**src/rtl/note_slot_buffer_pkg.sv**
```systemverilog
// Shared types and defaults for the free-play note slot buffer.
// Optional undo support is enabled with the NOTE_UNDO_EN macro.
package free_play_pkg;

    localparam int NOTE_Y_W = 10;

    localparam logic [NOTE_Y_W-1:0] DEF_BLANK_Y     = 10'd50;
    localparam logic [23:0]         DEF_BLANK_COLOR = 24'hFFFFFF;

    typedef struct packed {
        logic [NOTE_Y_W-1:0] y;
        logic [23:0]         color;
    } note_t;

    typedef enum logic [1:0] {
        EMPTY = 2'd0,
        FILL  = 2'd1,
        FULL  = 2'd2
    } slot_state_e;

endpackage

```
**src/rtl/note_slot_buffer_if.sv**
```systemverilog
// Note capture bus between key/colour selection and the staff renderer.
// The undo_in signal exists only when NOTE_UNDO_EN is defined.
interface note_slot_buffer_if #(
    parameter int NUM_SLOTS = 8,
    parameter int Y_W       = 10
);
    localparam int CW = $clog2(NUM_SLOTS + 1);

    logic                     clear_in;
    logic                     note_vld_in;
    logic [Y_W-1:0]           note_y_in;
    logic [23:0]              note_color_in;
`ifdef NOTE_UNDO_EN
    logic                     undo_in;
`endif
    logic [NUM_SLOTS*Y_W-1:0] note_y_out;
    logic [NUM_SLOTS*24-1:0]  note_color_out;
    logic [10:0]              cursor_x;
    logic [CW-1:0]            count_out;
    logic                     full_out;

    modport master (
        output clear_in, note_vld_in, note_y_in, note_color_in,
`ifdef NOTE_UNDO_EN
        output undo_in,
`endif
        input  note_y_out, note_color_out, cursor_x, count_out, full_out
    );

    modport slave (
        input  clear_in, note_vld_in, note_y_in, note_color_in,
`ifdef NOTE_UNDO_EN
        input  undo_in,
`endif
        output note_y_out, note_color_out, cursor_x, count_out, full_out
    );

endinterface

```
**src/rtl/note_slot_buffer_staff_cursor_gen.sv**
```systemverilog
// Registered cursor x: steps by CURSOR_STEP per note, reloads on clear/restart.
// No multiplier; the position tracks the next note count incrementally.
module staff_cursor_gen #(
    parameter logic [10:0] CURSOR_X0   = 11'd240,
    parameter logic [10:0] CURSOR_STEP = 11'd125
) (
    input  logic        clk_in,
    input  logic        rst_n_in,
    input  logic        reload0,
    input  logic        reload1,
    input  logic        inc,
    input  logic        dec,
    output logic [10:0] cursor_x
);

    always_ff @(posedge clk_in) begin
        if (!rst_n_in) begin
            cursor_x <= CURSOR_X0;
        end else if (reload0) begin
            cursor_x <= CURSOR_X0;
        end else if (reload1) begin
            cursor_x <= CURSOR_X0 + CURSOR_STEP;
        end else if (inc) begin
            cursor_x <= cursor_x + CURSOR_STEP;
        end else if (dec) begin
            cursor_x <= cursor_x - CURSOR_STEP;
        end
    end

endmodule

```
**src/rtl/note_slot_buffer.sv**
```systemverilog
// Free-play note slot buffer with restart or scroll policy when full.
// Define NOTE_UNDO_EN to add the undo_in pulse (remove newest note).
module note_slot_buffer
    import free_play_pkg::*;
#(
    parameter int              NUM_SLOTS   = 8,
    parameter int              Y_W         = NOTE_Y_W,
    parameter logic [Y_W-1:0]  BLANK_Y     = DEF_BLANK_Y,
    parameter logic [23:0]     BLANK_COLOR = DEF_BLANK_COLOR,
    parameter logic [10:0]     CURSOR_X0   = 11'd240,
    parameter logic [10:0]     CURSOR_STEP = 11'd125,
    parameter bit              SCROLL_MODE = 1'b0
) (
    input logic               clk_in,
    input logic               rst_n_in,
    note_slot_buffer_if.slave bus
);

    localparam int            CW    = $clog2(NUM_SLOTS + 1);
    localparam int            IW    = $clog2(NUM_SLOTS);
    localparam logic [CW-1:0] N_CNT = CW'(NUM_SLOTS);
    localparam logic [CW-1:0] ONE   = CW'(1);

    typedef struct packed {
        logic [Y_W-1:0] y;
        logic [23:0]    color;
    } slot_t;

    slot_t         slots [NUM_SLOTS];
    slot_t         blank;
    slot_t         new_note;
    logic [CW-1:0] count;
    slot_state_e   state;
    logic          do_clear;
    logic          do_note;
    logic          do_undo;
    logic          restart;
    logic [IW-1:0] wr_idx;
    logic [IW-1:0] undo_idx;
    logic [10:0]   cursor;

    assign blank    = '{y: BLANK_Y, color: BLANK_COLOR};
    assign new_note = '{y: bus.note_y_in, color: bus.note_color_in};

    assign do_clear = bus.clear_in;
    assign do_note  = bus.note_vld_in && !bus.clear_in;
`ifdef NOTE_UNDO_EN
    assign do_undo  = bus.undo_in && !bus.clear_in
                      && !bus.note_vld_in && (state != EMPTY);
`else
    assign do_undo  = 1'b0;
`endif
    assign restart  = do_note && (state == FULL) && !SCROLL_MODE;

    // Only meaningful below FULL, where count fits the slot index.
    assign wr_idx   = count[IW-1:0];
    assign undo_idx = IW'(count - ONE);

    always_ff @(posedge clk_in) begin
        if (!rst_n_in || do_clear) begin
            for (int i = 0; i < NUM_SLOTS; i++) slots[i] <= blank;
            count <= '0;
            state <= EMPTY;
        end else if (do_note) begin
            if (state != FULL) begin
                slots[wr_idx] <= new_note;
                count <= count + ONE;
                state <= (count == N_CNT - ONE) ? FULL : FILL;
            end else if (SCROLL_MODE) begin
                for (int i = 0; i < NUM_SLOTS - 1; i++)
                    slots[i] <= slots[i+1];
                slots[NUM_SLOTS-1] <= new_note;
            end else begin
                for (int i = 1; i < NUM_SLOTS; i++) slots[i] <= blank;
                slots[0] <= new_note;
                count <= ONE;
                state <= FILL;
            end
        end else if (do_undo) begin
            slots[undo_idx] <= blank;
            count <= count - ONE;
            state <= (count == ONE) ? EMPTY : FILL;
        end
    end

    staff_cursor_gen #(
        .CURSOR_X0   (CURSOR_X0),
        .CURSOR_STEP (CURSOR_STEP)
    ) u_cursor (
        .clk_in   (clk_in),
        .rst_n_in (rst_n_in),
        .reload0  (do_clear),
        .reload1  (restart),
        .inc      (do_note && (state != FULL)),
        .dec      (do_undo),
        .cursor_x (cursor)
    );

    for (genvar g = 0; g < NUM_SLOTS; g++) begin : g_flat
        assign bus.note_y_out[g*Y_W +: Y_W]   = slots[g].y;
        assign bus.note_color_out[g*24 +: 24] = slots[g].color;
    end

    assign bus.cursor_x  = cursor;
    assign bus.count_out = count;
    assign bus.full_out  = (state == FULL);

endmodule

```
**src/flat_wrapper.sv**
```systemverilog
// flat-port wrapper written by rule: the top's interface ports become plain ports
module note_slot_buffer_flat import free_play_pkg::*;
#(
    parameter int              NUM_SLOTS   = 8,
    parameter int              Y_W         = NOTE_Y_W,
    parameter logic [Y_W-1:0]  BLANK_Y     = DEF_BLANK_Y,
    parameter logic [23:0]     BLANK_COLOR = DEF_BLANK_COLOR,
    parameter logic [10:0]     CURSOR_X0   = 11'd240,
    parameter logic [10:0]     CURSOR_STEP = 11'd125,
    parameter bit              SCROLL_MODE = 1'b0
)
  (clk_in, rst_n_in, bus_clear_in, bus_note_vld_in, bus_note_y_in, bus_note_color_in, bus_note_y_out, bus_note_color_out, bus_cursor_x, bus_count_out, bus_full_out);
  note_slot_buffer_if #(.NUM_SLOTS(NUM_SLOTS), .Y_W(Y_W)) bus_i ();
  input logic clk_in;
  input logic rst_n_in;
  input wire logic [$bits(bus_i.clear_in)-1:0] bus_clear_in;
  input wire logic [$bits(bus_i.note_vld_in)-1:0] bus_note_vld_in;
  input wire logic [$bits(bus_i.note_y_in)-1:0] bus_note_y_in;
  input wire logic [$bits(bus_i.note_color_in)-1:0] bus_note_color_in;
  output wire logic [$bits(bus_i.note_y_out)-1:0] bus_note_y_out;
  output wire logic [$bits(bus_i.note_color_out)-1:0] bus_note_color_out;
  output wire logic [$bits(bus_i.cursor_x)-1:0] bus_cursor_x;
  output wire logic [$bits(bus_i.count_out)-1:0] bus_count_out;
  output wire logic [$bits(bus_i.full_out)-1:0] bus_full_out;
  assign bus_i.clear_in = bus_clear_in;
  assign bus_i.note_vld_in = bus_note_vld_in;
  assign bus_i.note_y_in = bus_note_y_in;
  assign bus_i.note_color_in = bus_note_color_in;
  assign bus_note_y_out = bus_i.note_y_out;
  assign bus_note_color_out = bus_i.note_color_out;
  assign bus_cursor_x = bus_i.cursor_x;
  assign bus_count_out = bus_i.count_out;
  assign bus_full_out = bus_i.full_out;
  note_slot_buffer #(.NUM_SLOTS(NUM_SLOTS), .Y_W(Y_W), .BLANK_Y(BLANK_Y), .BLANK_COLOR(BLANK_COLOR), .CURSOR_X0(CURSOR_X0), .CURSOR_STEP(CURSOR_STEP), .SCROLL_MODE(SCROLL_MODE)) u_core (.clk_in(clk_in), .rst_n_in(rst_n_in), .bus(bus_i));
endmodule
```
**config.mk**
```make
export PLATFORM = sky130hd
export DESIGN_NAME = note_slot_buffer_flat
export DESIGN_NICKNAME = d
export VERILOG_FILES = /design/src/rtl/note_slot_buffer_pkg.sv /design/src/rtl/note_slot_buffer_if.sv /design/src/rtl/note_slot_buffer_staff_cursor_gen.sv /design/src/rtl/note_slot_buffer.sv /design/src/flat_wrapper.sv
export SDC_FILE = /design/constraint.sdc
export NUM_CORES = 1
export LEC_CHECK = 0
export ABC_AREA = 1
export BUFFER_PORTS_ARGS = -buffer_cell sky130_fd_sc_hd__buf_2
export CAP_MARGIN = 20
export CORE_MARGIN = 2
export CORE_UTILIZATION = 45
export CTS_CLUSTER_SIZE = 12
export DETAILED_ROUTE_END_ITERATION = 6
export PLACE_DENSITY = 0.72
export SYNTH_ARGS = -nofsm -noshare
export SYNTH_HDL_FRONTEND = slang
export SYNTH_SLANG_ARGS = --single-unit
```
**constraint.sdc**
```tcl
create_clock -name clk_in -period 3 [get_ports clk_in]
set_input_delay 0.6 -clock clk_in [delete_from_list [all_inputs] [get_ports clk_in]]
set_output_delay 0.6 -clock clk_in [all_outputs]
set_load 0.02 [all_outputs]
```
==> results of run 1 <==
sequential cells by signal, indices dropped and copies added (netlist names):
signal                    cells
u_core.slots                272
u_core.u_cursor.cursor_x     11
u_core.bus.count_out          4
u_core.state                  2
where the power goes:
group	switching, mW	leakage, nW	internal (mW)
registers	0.0194	2.37	4.45
logic	0.310	1.83	0.0899
clock network	1.45	0.436	1.96
cell type report:
class	count	area [sq um]	share of cell area
clock buffers	45	858	0.0636
clock inverters	6	35.0	0.00260
inverters	65	245	0.0182
multi-input cells	388	1650	0.122
flip-flops and latches	289	8510	0.630
well taps	319	399	0.0296
repair buffers	345	1800	0.133
worst max-delay path by stage:
stage / startpoint / end / slack (ns)
finish: u_core.bus.count_out[0] / u_core.slots[7][15] / 0.90
global route: u_core.bus.count_out[0] / u_core.slots[7][15] / 0.74
CTS: u_core.state[0] / u_core.slots[5][18] / 0.92
detailed placement: bus_note_vld_in / u_core.slots[5][25] / 0.52
global placement: bus_note_vld_in / u_core.slots[5][12] / 0.61
floorplan: rst_n_in / u_core.slots[0][0] / 0.42
metal layers:
metal | up-vias | routed length, um | global-route usage
met5 | - | 0 | 0
met1 | 3441 | 11200 | 0.280
met3 | 62 | 2550 | 0.0523
met2 | 374 | 14500 | 0.389
met4 | 0 | 938 | 0.0974
li1 | 3272 | - | -
kinds of logic (layout without fill, tap and decap cells):
kind of cell | count (synthesis) | in the layout | share of synthesized area
flops | 289 | 289 | 0.805
simple gates | 366 | 366 | 0.141
fa+ha+maj | 2 | 2 | 0.00237
compound gates | 20 | 20 | 0.0112
buf+inv | 82 | 461 | 0.0407
cells in the final DEF, fill, tap and decap left out, types with 7 or more instances in the layout:
master and count:
inv_2 7, o21ai_0 7, nand2_2 12, nand3_1 14
a21oi_1 9, clkbuf_1 11, nor2_1 83, inv_1 56
clkbuf_16 31, dfxtp_1 17, buf_2 325, edfxtp_1 272
buf_4 18, nand2_1 246
worst max-delay path, stage by stage (launching register included):
cell	delay (ns)
dfxtp_1	0.56
inv_1	0.24
nor2_1	0.22
nand2_2	0.16
inv_2	0.49
nand2_1	0.13
through the flow:
stage / instance area, sq um / std cells
2_1_floorplan: 10600 / 759
4_1_cts: 13500 / 1457
6_report: 13500 / 1457
3_3_place_gp: 12600 / 1406
3_5_place_dp: 12600 / 1406
5_1_grt: 13500 / 1457
==> results.sh, run 1 <==
export IMPL_grt_pass1_wl_um=41400
export IMPL_synth_edf_count=272
export IMPL_drtAntennaViolNets=0
export IMPL_holdBufCountCts=0
export IMPL_start_util=0.454
export IMPL_async_reset_ff_frac=0
export IMPL_tritoncts_num_buffers=30
export IMPL_dr_pass1_iters=5
export IMPL_min_to="u_core.u_cursor.cursor_x[0]"
export IMPL_ys_ff_latch=289
export IMPL_globalRoute_totalOverflow=0
export IMPL_io_buffers=325
export IMPL_hold_path_startpoint="bus_note_vld_in"
export IMPL_grt_max_degree=35
export IMPL_worst_r2r_endpoint="u_core.slots[7][15]"
export IMPL_rrSetupSlack_ns=0.90
export IMPL_worst_pin_slew_ns=0.721
export IMPL_antenna_found_initial=0
export IMPL_ir_drop_mv=0.308
export IMPL_yosys_area_top_type="edfxtp_1"
export IMPL_power_mw=8.28
export IMPL_reg2reg_from="u_core.bus.count_out[0]"
export IMPL_syn_num_nets=799
export IMPL_netlist_area_leader_share=0.773
export IMPL_setup_tns_ns=0
export IMPL_clk_latency_ns=0.53
export IMPL_rows=56
export IMPL_cp_arrival_ns=2.34
export IMPL_synth_ff_type="edfxtp_1"
export IMPL_clock_sinks=289
export IMPL_drt_initial_drc_count=611
export IMPL_p_per_area_mw_per_mm2=613
export IMPL_syn_inst=759
export IMPL_die_h_um=157
export IMPL_finalMaxSlewViolations=0
export IMPL_dp_hpwl_um=20000
export IMPL_skew_ns=0.00913
export IMPL_cp_required_ns=3.25
export IMPL_gp_congestion=0.896
export IMPL_report_final_hold_viol_count=0
export IMPL_hp_class="in -> reg"
export IMPL_die_w_um=157
export IMPL_cts_resized=0
export IMPL_max_freq_mhz=477
export IMPL_die_area_sq_mm=0.0247
export IMPL_root_buffer="clkbuf_16"
export IMPL_finalWorstSetupSlack_ns=0.905
export IMPL_synthesis_area_sq_mm=0.0106
export IMPL_fin_nets=1159
export IMPL_postCtsSetupBuffers=0
export IMPL_vias=7149
export IMPL_period_share=0.698
export IMPL_tritoncts="yes"
export IMPL_synthToLayoutAreaGrowth_pct=27.7
export IMPL_cp_start_kind="flip-flop"
export IMPL_drive_gt1_frac=0.362
export IMPL_ys_types=25
export IMPL_finalWirelength_um=29200
export IMPL_p_leak_nw=4.64
export IMPL_min_period_ns=2.10
export IMPL_grt_pass1_vias=7020
export IMPL_status="completed"
export IMPL_cts_max_path_buffers=3
export IMPL_cp_max_fo=27
export IMPL_vias_per_cell=4.91
export IMPL_synth_avg_cell_area_sq_um=13.9
export IMPL_criticalPathCategory="reg -> reg"
export IMPL_fillers=1904
export IMPL_grt_usage=0.228
export IMPL_cap_violations=0
export IMPL_ff2ff_path_depth=5
export IMPL_remaining_drc_errors=0
export IMPL_clk_pin_slew_worst_paths_ns=0.06
export IMPL_synth_most_common_cell="edfxtp_1"
export IMPL_fin_util=0.580
export IMPL_worstHoldPathCells=3
export IMPL_htreeDepth=1
export IMPL_slew_headroom=0.519
export IMPL_rsz0062_at_grt="no"
export IMPL_insertedDiodeCount=0
export IMPL_pin_count=326
export IMPL_core_area_sq_mm=0.0233
export IMPL_synth_warnings=0
export IMPL_crit_path_end_kind="flip-flop"
export IMPL_wl_per_cell_um=20.0
export IMPL_ys_top_cells_by_area="edfxtp_1, nand2_1, dfxtp_1"
export IMPL_place_ws_ns=0.523
export IMPL_synth_common_cells="edfxtp_1, nand2_1, nor2_1"
export IMPL_synth_sequential_area_ratio=0.805
export IMPL_finalSetupViolCount=0
export IMPL_hold_slack_ns=0.367
Power figures use the tool's default switching activity.
==> run 2, diff against run 1 <==
Settings changed: PLACE_DENSITY 0.72 to 0.74.
Clock period 3 ns to 1.79 ns, I/O delays scaled along.
==> run 2 against run 1 <==
Compared with the run above: sequential cell count unchanged; utilization grew 2.0 points; non-clock buffer count increased by 25; sequential power rose by 68%; hold slack lost 0.24 ns; maximum frequency grew 29%; cell count up 0.96%; register-to-register slack got worse by 0.74 ns; via count grew 1.2%; critical path type unchanged; largest power group unchanged.
==> results.sh, run 2 (same netlist as run 1, synthesis figures left out) <==
export IMPL_cp_max_fo=16
export IMPL_io_buffers=325
export IMPL_drive_gt1_frac=0.377
export IMPL_fin_nets=1183
export IMPL_slew_headroom=0.679
export IMPL_tritoncts_num_buffers=29
export IMPL_finalWirelength_um=28200
export IMPL_period_share=0.908
export IMPL_antenna_found_initial=0
export IMPL_max_freq_mhz=616
export IMPL_cts_max_path_buffers=3
export IMPL_grt_pass1_vias=6919
export IMPL_largest_register_ffs=272
export IMPL_hold_slack_ns=0.124
export IMPL_wl_per_cell_um=19.1
export IMPL_p_per_area_mw_per_mm2=960
export IMPL_grt_max_degree=28
export IMPL_report_final_hold_viol_count=0
export IMPL_clk_pin_slew_worst_paths_ns=0.06
export IMPL_die_area_sq_mm=0.0247
export IMPL_root_buffer="clkbuf_16"
export IMPL_ff2ff_path_depth=6
export IMPL_tritoncts="yes"
export IMPL_gp_congestion=0.829
export IMPL_grt_usage=0.220
export IMPL_dr_pass1_iters=5
export IMPL_grt_pass1_wl_um=40300
export IMPL_cp_required_ns=2.05
export IMPL_crit_path_end_kind="flip-flop"
export IMPL_setup_tns_ns=0
export IMPL_core_area_sq_mm=0.0233
export IMPL_cap_violations=0
export IMPL_cp_start_kind="flip-flop"
export IMPL_globalRoute_totalOverflow=0
export IMPL_die_w_um=157
export IMPL_insertedDiodeCount=0
export IMPL_vias_per_cell=4.92
export IMPL_finalWorstSetupSlack_ns=0.165
export IMPL_synthToLayoutAreaGrowth_pct=32.1
export IMPL_status="completed"
export IMPL_drtAntennaViolNets=0
export IMPL_skew_ns=0.00980
export IMPL_finalMaxSlewViolations=0
export IMPL_crit_start="u_core.bus.count_out[0]"
export IMPL_die_h_um=157
export IMPL_worst_pin_slew_ns=0.481
export IMPL_design_area_sq_mm=0.0140
export IMPL_layout_commonest_cell="buf_2"
export IMPL_ir_drop_mv=0.525
export IMPL_finalSetupViolCount=0
export IMPL_remaining_drc_errors=0
export IMPL_critical_path_endpoint="u_core.slots[7][7]"
export IMPL_worst_r2r_endpoint="u_core.slots[7][7]"
export IMPL_dp_hpwl_um=19900
export IMPL_hp_class="in -> reg"
export IMPL_clock_sinks=289
export IMPL_reg2reg_from="u_core.bus.count_out[0]"
export IMPL_p_leak_nw=4.83
export IMPL_dpl_cell_area_sq_mm=0.0132
export IMPL_min_period_ns=1.62
export IMPL_rrSetupSlack_ns=0.17
export IMPL_top_register="u_core.slots"
export IMPL_vias=7233
export IMPL_criticalPathCategory="reg -> reg"
export IMPL_mostFrequentLayoutCells="buf_2, edfxtp_1, nand2_1, nor2_1, inv_1"
export IMPL_clk_latency_ns=0.53
export IMPL_htreeDepth=1
export IMPL_drt_initial_drc_count=575
export IMPL_rsz0062_at_grt="no"
export IMPL_rows=56
export IMPL_pin_count=326
export IMPL_hold_path_startpoint="bus_note_vld_in"
export IMPL_start_util=0.454
export IMPL_place_ws_ns=0.00337
export IMPL_cp_arrival_ns=1.89
## run 2: changes by cell type in the layout (fill, tap and decap cells not counted), sizes merged
cell,before,now
clkbuf,45,35
clkinv,7,6
buf,345,370
## run 2: worst min path at each step
stage	depth (start not counted)	endpoint	slack, ns
detailed placement	2	u_core.state[0]	0.45
global route	3	u_core.u_cursor.cursor_x[0]	0.13
global placement	2	u_core.state[0]	0.45
finish	3	u_core.u_cursor.cursor_x[0]	0.12
floorplan	2	u_core.state[0]	0.43
CTS	3	u_core.u_cursor.cursor_x[0]	0.10
## run 2: power by group
part / leakage (nW) / internal [mW] / switching [mW] / total [mW]
clock: 0.378 / 2.90 / 2.27 / 5.17
sequential: 2.37 / 7.45 / 0.0334 / 7.49
combinational: 2.08 / 0.219 / 0.530 / 0.749
total: 4.83 / 10.6 / 2.84 / 13.4
## run 2: through the flow
| stage | instances | power [mW] | util |
|---|---|---|---|
| 2_1_floorplan | 759 | 7.99 | - |
| 3_5_place_dp | 1431 | 8.38 | 0.567 |
| 3_3_place_gp | 1431 | 8.36 | 0.567 |
| 5_1_grt | 1471 | 13.8 | 0.600 |
| 4_1_cts | 1471 | 13.5 | 0.600 |
| 6_report | 1471 | 13.4 | 0.600 |
## run 2: critical path: stages (launching register included)
cell     delay, ns
dfxtp_2       0.45
inv_1         0.19
nor2_1        0.20
nand2_2       0.14
inv_2         0.13
buf_12        0.16
nand2_1       0.09
## run 2: per-layer routing
metal  global-route usage  routed length [um]  part of all wire
met5                    0                   0                 0
met1                0.278               10700              0.38
met4               0.0814                 848             0.030
met2                0.375               14100              0.50
met3               0.0468                2510             0.089
## run 2: what timing repair did
item,in CTS,in global routing
setup buffers,0,0
hold buffers,0,0
gates resized for setup,0,2
endpoints found under the setup margin,0,1
## run 2: area by class of cell
class,count,area [sq um]
Clock buffer,35,748
Clock inverter,5,25.0
Fill cell,1824,9300
Inverter,65,245
Multi-Input combinational cell,388,1700
Sequential cell,289,8510
Tap cell,319,399
Timing Repair Buffer,370,2340
